==> config.mk <==
export PLATFORM = sky130hd
export DESIGN_NAME = sha2_round_engine
export DESIGN_NICKNAME = d
export VERILOG_FILES = /design/src/rtl/sha2_round_engine.sv
export SDC_FILE = /design/constraint.sdc
export NUM_CORES = 2
export LEC_CHECK = 0
export ABC_CLOCK_PERIOD_IN_PS = 39200
export BUFFER_PORTS_ARGS = -buffer_cell sky130_fd_sc_hd__buf_2
export CAP_MARGIN = 20
export CORE_AREA = 2 2 456 458
export CTS_BUF_LIST = sky130_fd_sc_hd__clkbuf_8
export DETAILED_ROUTE_END_ITERATION = 8
export DIE_AREA = 0 0 458 460
export PLACE_DENSITY = 0.56
export RECOVER_POWER = 25
export SLEW_MARGIN = 20
export SYNTH_ARGS = -nofsm -noshare
export SYNTH_HDL_FRONTEND = slang
export SYNTH_SLANG_ARGS = --single-unit
==> constraint.sdc <==
create_clock -name clk -period 39.2 [get_ports clk]
set_input_delay 5.88 -clock clk [delete_from_list [all_inputs] [get_ports clk]]
set_output_delay 5.88 -clock clk [all_outputs]
set_load 0.005 [all_outputs]
==> src/rtl/sha2_round_engine.sv <==
// -----------------------------------------------------------------------------
// sha2_round_engine
//
// Iterative SHA-2 compression core executing one round per accepted
// (w_in, k_in) pair. W selects SHA-256 (32) or SHA-512 (64) word width and
// sigma rotations; ROUNDS sets the number of rounds per block (1..80).
//
// Optional feature macro: SHA2_FEEDFORWARD_EN
//   defined   : h_out = working registers + saved h_in (word-wise mod 2^W)
//   undefined : h_out = raw working registers; no saved copy is built
//
// Ports
//   clk        : clock, rising edge
//   sha2_reset : asynchronous active-high reset
//   start      : begin a block (sampled only in IDLE)
//   h_in       : initial a..h, a in the MSBs
//   w_in, k_in : schedule word / round constant for the current round
//   wk_valid   : w_in/k_in valid
//   wk_ready   : engine consumes w_in/k_in this cycle (high in RUN)
//   round_idx  : index of the round awaiting w_in/k_in (0 outside RUN)
//   busy       : state is not IDLE
//   done       : one-cycle pulse, h_out valid
//   h_out      : result, a in the MSBs, held until the next done
// -----------------------------------------------------------------------------
module sha2_round_engine #(
    parameter int W      = 64,
    parameter int ROUNDS = 80
) (
    input  logic           clk,
    input  logic           sha2_reset,
    input  logic           start,
    input  logic [8*W-1:0] h_in,
    input  logic [W-1:0]   w_in,
    input  logic [W-1:0]   k_in,
    input  logic           wk_valid,
    output logic           wk_ready,
    output logic [6:0]     round_idx,
    output logic           busy,
    output logic           done,
    output logic [8*W-1:0] h_out
);

    localparam logic [1:0] S_IDLE  = 2'd0;
    localparam logic [1:0] S_RUN   = 2'd1;
    localparam logic [1:0] S_FINAL = 2'd2;
    localparam logic [1:0] S_DONE  = 2'd3;

    localparam int S0_A = (W == 32) ? 2  : 28;
    localparam int S0_B = (W == 32) ? 13 : 34;
    localparam int S0_C = (W == 32) ? 22 : 39;
    localparam int S1_A = (W == 32) ? 6  : 14;
    localparam int S1_B = (W == 32) ? 11 : 18;
    localparam int S1_C = (W == 32) ? 25 : 41;

    localparam logic [6:0] LAST_IDX = 7'(ROUNDS - 1);

    function automatic logic [W-1:0] rotr(input logic [W-1:0] x, input int n);
        return (x >> n) | (x << (W - n));
    endfunction

    function automatic logic [W-1:0] big_sigma0(input logic [W-1:0] x);
        return rotr(x, S0_A) ^ rotr(x, S0_B) ^ rotr(x, S0_C);
    endfunction

    function automatic logic [W-1:0] big_sigma1(input logic [W-1:0] x);
        return rotr(x, S1_A) ^ rotr(x, S1_B) ^ rotr(x, S1_C);
    endfunction

    function automatic logic [W-1:0] ch(input logic [W-1:0] x, input logic [W-1:0] y,
                                        input logic [W-1:0] z);
        return (x & y) ^ (~x & z);
    endfunction

    function automatic logic [W-1:0] maj(input logic [W-1:0] x, input logic [W-1:0] y,
                                         input logic [W-1:0] z);
        return (x & y) ^ (x & z) ^ (y & z);
    endfunction

    // Word 7 is 'a' (MSBs), word 0 is 'h', matching the h_in/h_out layout.
    logic [1:0]            state_q, state_d;
    logic [6:0]            idx_q, idx_d;
    logic [7:0][W-1:0]     work_q, work_d;
    logic [7:0][W-1:0]     hout_q, hout_d;
    logic [7:0][W-1:0]     round_next;
    logic [7:0][W-1:0]     result;
    logic [W-1:0]          t1, t2;
`ifdef SHA2_FEEDFORWARD_EN
    logic [7:0][W-1:0]     saved_q, saved_d;
`endif

    // One SHA-2 round on the current working registers.
    always_comb begin
        t1 = work_q[0] + big_sigma1(work_q[3]) + ch(work_q[3], work_q[2], work_q[1])
           + k_in + w_in;
        t2 = big_sigma0(work_q[7]) + maj(work_q[7], work_q[6], work_q[5]);
        round_next[7] = t1 + t2;
        round_next[6] = work_q[7];
        round_next[5] = work_q[6];
        round_next[4] = work_q[5];
        round_next[3] = work_q[4] + t1;
        round_next[2] = work_q[3];
        round_next[1] = work_q[2];
        round_next[0] = work_q[1];
    end

    always_comb begin
`ifdef SHA2_FEEDFORWARD_EN
        for (int i = 0; i < 8; i++) begin
            result[i] = work_q[i] + saved_q[i];
        end
`else
        result = work_q;
`endif
    end

    always_comb begin
        state_d = state_q;
        idx_d   = idx_q;
        work_d  = work_q;
        hout_d  = hout_q;
`ifdef SHA2_FEEDFORWARD_EN
        saved_d = saved_q;
`endif
        case (state_q)
            S_IDLE: begin
                if (start) begin
                    state_d = S_RUN;
                    idx_d   = '0;
                    work_d  = h_in;
`ifdef SHA2_FEEDFORWARD_EN
                    saved_d = h_in;
`endif
                end
            end
            S_RUN: begin
                if (wk_valid) begin
                    work_d = round_next;
                    // round_idx returns to 0 as the block leaves RUN.
                    if (idx_q == LAST_IDX) begin
                        state_d = S_FINAL;
                        idx_d   = '0;
                    end else begin
                        idx_d = idx_q + 7'd1;
                    end
                end
            end
            S_FINAL: begin
                hout_d  = result;
                state_d = S_DONE;
            end
            default: begin
                state_d = S_IDLE;
            end
        endcase
    end

    always_ff @(posedge clk or posedge sha2_reset) begin
        if (sha2_reset) begin
            state_q <= S_IDLE;
            idx_q   <= '0;
            work_q  <= '0;
            hout_q  <= '0;
`ifdef SHA2_FEEDFORWARD_EN
            saved_q <= '0;
`endif
        end else begin
            state_q <= state_d;
            idx_q   <= idx_d;
            work_q  <= work_d;
            hout_q  <= hout_d;
`ifdef SHA2_FEEDFORWARD_EN
            saved_q <= saved_d;
`endif
        end
    end

    assign wk_ready  = (state_q == S_RUN);
    assign busy      = (state_q != S_IDLE);
    assign done      = (state_q == S_DONE);
    assign round_idx = idx_q;
    assign h_out     = hout_q;

endmodule

==> metrics.cfg <==
[sta]
rsz0062_at_grt = false
drv_slew = 838
fin_crit_sh_pct = 39.85
slew-limit-headroom_pct = -456.3
timing_hold_violations_final = 0
skew_ns = 0.05413
worstMarginPinSlew_ns = 8.345
fmax_mhz = 64.02
finalSetupTns_ns = 0
setup-violations-final = 0
period_needed_ns = 15.62

[finish]
drive_gt1_share_pct = 27.99
multiInputGateArea_sq_um = 34750
seq_area_sq_um = 25850
area_growth_pct = 19.81
fill_cells = 20880
finalNetCount = 8539

[clock_tree]
h-tree-depth = 4
post_cts_resized = 0
path_clk_slew_ns = 0.06
clk_path_buf_depth = 3
holdBufCountCts = 0
clock-root-buffer = clkbuf_8
cts_tree = yes
clkLatencyLatePin_ns = 1.01
clkSinkCount = 1033
numCtsBuffers = 196
cts_setup_buffers = 0

[setup_path]
max_stage_delay_ns = 5.45
cp_slowest_cell = clkbuf_1
cp.arrival_ns = 14.84
endpoint_kind = asynchronous set/reset pin
critical_path_buf_inv_count = 3
crit_path_start_kind = input port
critPathTopFamily = buffers and inverters
cp_max_fo = 131
worstPathRequired_ns = 38.42
path_cells = buf_2, clkinvlp_2, clkbuf_1
worstSetupPathType = in2async

[route]
wirelength_mm = 300.7
ant_nets = 0
via_per_inst = 5.070
drc = 0
drtIter0Drc = 3633
wl_met1_mm = 124.9
route.met2.wl_mm = 143.8
wl_met3_mm = 17.66
firstDrtPassIters = 5
vias = 52640
routedWlPerCell_um = 28.96
topRoutingLayerUsed = met5

[global_routing]
grt_start_max_net_pins = 155
grt_pass1_vias = 52850
grt_antenna_before_repair = 136
grt_pass1_wl_mm = 413.3
grt_util_all_layers_pct = 27.85
overflow = 0

[logic_synthesis]
yosys.area_share.adder_pct = 11.61
syn_area_sq_um = 64720
synth_top_cell_area_share_pct = 39.94
synth_fp_nets = 7501
synthCells = 6410
yosysTopAreaCell = dfrtp_1
synth_area_leaders = dfrtp_1 (40%), mux2_2 (9.3%), fa_1 (7.8%)
async_flop_share_pct = 100.0
ys_seq_area_share_pct = 39.94
synth.area.mux_share_pct = 16.59
synth_cell_type_count = 90
synth_edf_count = 0
yosysMostFrequentCell = dfrtp_1
ys_warn_count = 0
synth_top_family_by_area = multiplexers
synth_ff_type = dfrtp_1
synthXorXnorAreaFrac_pct = 5.900
syn_avg_cell_area_sq_um = 10.10
ys_ff_latch = 1033
synthSimpleGateAreaFrac_pct = 7.124
synth_compound_area_share_pct = 12.43
ys_top_cells_by_count = dfrtp_1 (1033), o21ai_0 (677), inv_1 (650)

[floorplanning]
io_pins = 1166
die_area_sq_um = 210700
die_x_um = 458
die_height_um = 460
core_area_sq_um = 206000
rows = 167
initial_core_util_pct = 31.42

[placed_design]
hpwl_mm = 243.7
routabilityCongestion = 0.9647
io_buffers = 1165

[hold_path]
hp-class = reg2reg

[run_status]
violations = capacitance limit, slew limit
status = finished with violations

[run]
drv_cap = 11

==> through the flow <==
| step | hold WS (ns) | instance area, sq um | util (%) | setup WS, ns | cells |
|---|---|---|---|---|---|
| 4_1_cts | 0.5011 | 77420 | 37.58 | 25.57 | 10310 |
| 3_3_place_gp | 0.4686 | 73080 | 35.47 | 24.46 | 9953 |
| 5_1_grt | 0.5131 | 77480 | 37.61 | 21.58 | 10350 |
| 6_report | 0.4946 | 77550 | 37.64 | 23.58 | 10380 |
| 3_5_place_dp | 0.4873 | 73080 | 35.47 | 24.46 | 9953 |
| 2_1_floorplan | 0.4659 | 64720 | - | 4.248 | 6410 |
==> metal layers <==
layer,global-route usage (%),up-vias
met3,5.746,569
met5,0,-
li1,-,23810
met1,34.86,26300
met4,11.75,70
met2,46.54,1887
==> flip-flops by register name, indices dropped and copies added (netlist names) <==
register	count
h_out	512
result	512
state_q	2
round_idx	7
==> layout make-up <==
cell class,count,share of cell area (%)
inverters,650,3.151
clock inverters,114,1.231
repair buffers,1264,8.518
clock buffers,246,4.366
flip-flops and latches,1033,33.33
well taps,2704,4.363
diodes,68,0.2194
multi-input cells,4303,44.82
==> kinds of logic after synthesis <==
| kind of cell | Yosys count |
|---|---|
| AO/OA/AOI/OAI | 1373 |
| buffers and inverters | 1074 |
| AND/OR/NAND/NOR | 1039 |
| flip-flops | 1033 |
| multiplexers | 1006 |
| adder cells (fa/ha/maj) | 449 |
| XOR/XNOR | 436 |
==> placed cells by master, fill, tap and decap left out, types with 144 or more instances in the layout <==
cell type and instances:
xnor2_1 291, a21oi_1 283, fa_1 253, dfrtp_1 1033, buf_2 1165, nand2_1 603, xor2_1 144, clkbuf_8 246
inv_1 710, nor2_1 155, mux2i_1 472, mux2_2 534, o21ai_0 677, ha_1 193, a21o_1 172
==> worst paths after layout <==
path                                    startpoint                       to  cells past startpoint  slack (ns)
hold reg to reg            result[239]$_DFFE_PP0P_  result[239]$_DFFE_PP0P_                      2        0.49
setup / recovery                        sha2_reset   h_out[508]$_DFFE_PP0P_                      3       23.58
max in group clk                           w_in[2]  result[511]$_DFFE_PP0P_                     33       25.31
min in group asynchronous               sha2_reset   h_out[195]$_DFFE_PP0P_                      2        6.63
hold / removal             result[239]$_DFFE_PP0P_  result[239]$_DFFE_PP0P_                      2        0.49
setup reg to reg            state_q[0]$_DFFE_PP0P_   h_out[275]$_DFFE_PP0P_                      6       28.35
==> worst register-to-register path, delay by kind of cell, from the launching register on <==
kind,cells,cell delay [ns]
flops,1,0.44
mux,1,0.63
buf+inv,4,8.01
fa+ha+maj,1,1.70
Power is left out: the tool's default activity adds up to more than one toggle a clock period on the data nets, which glitch-free logic cannot reach.
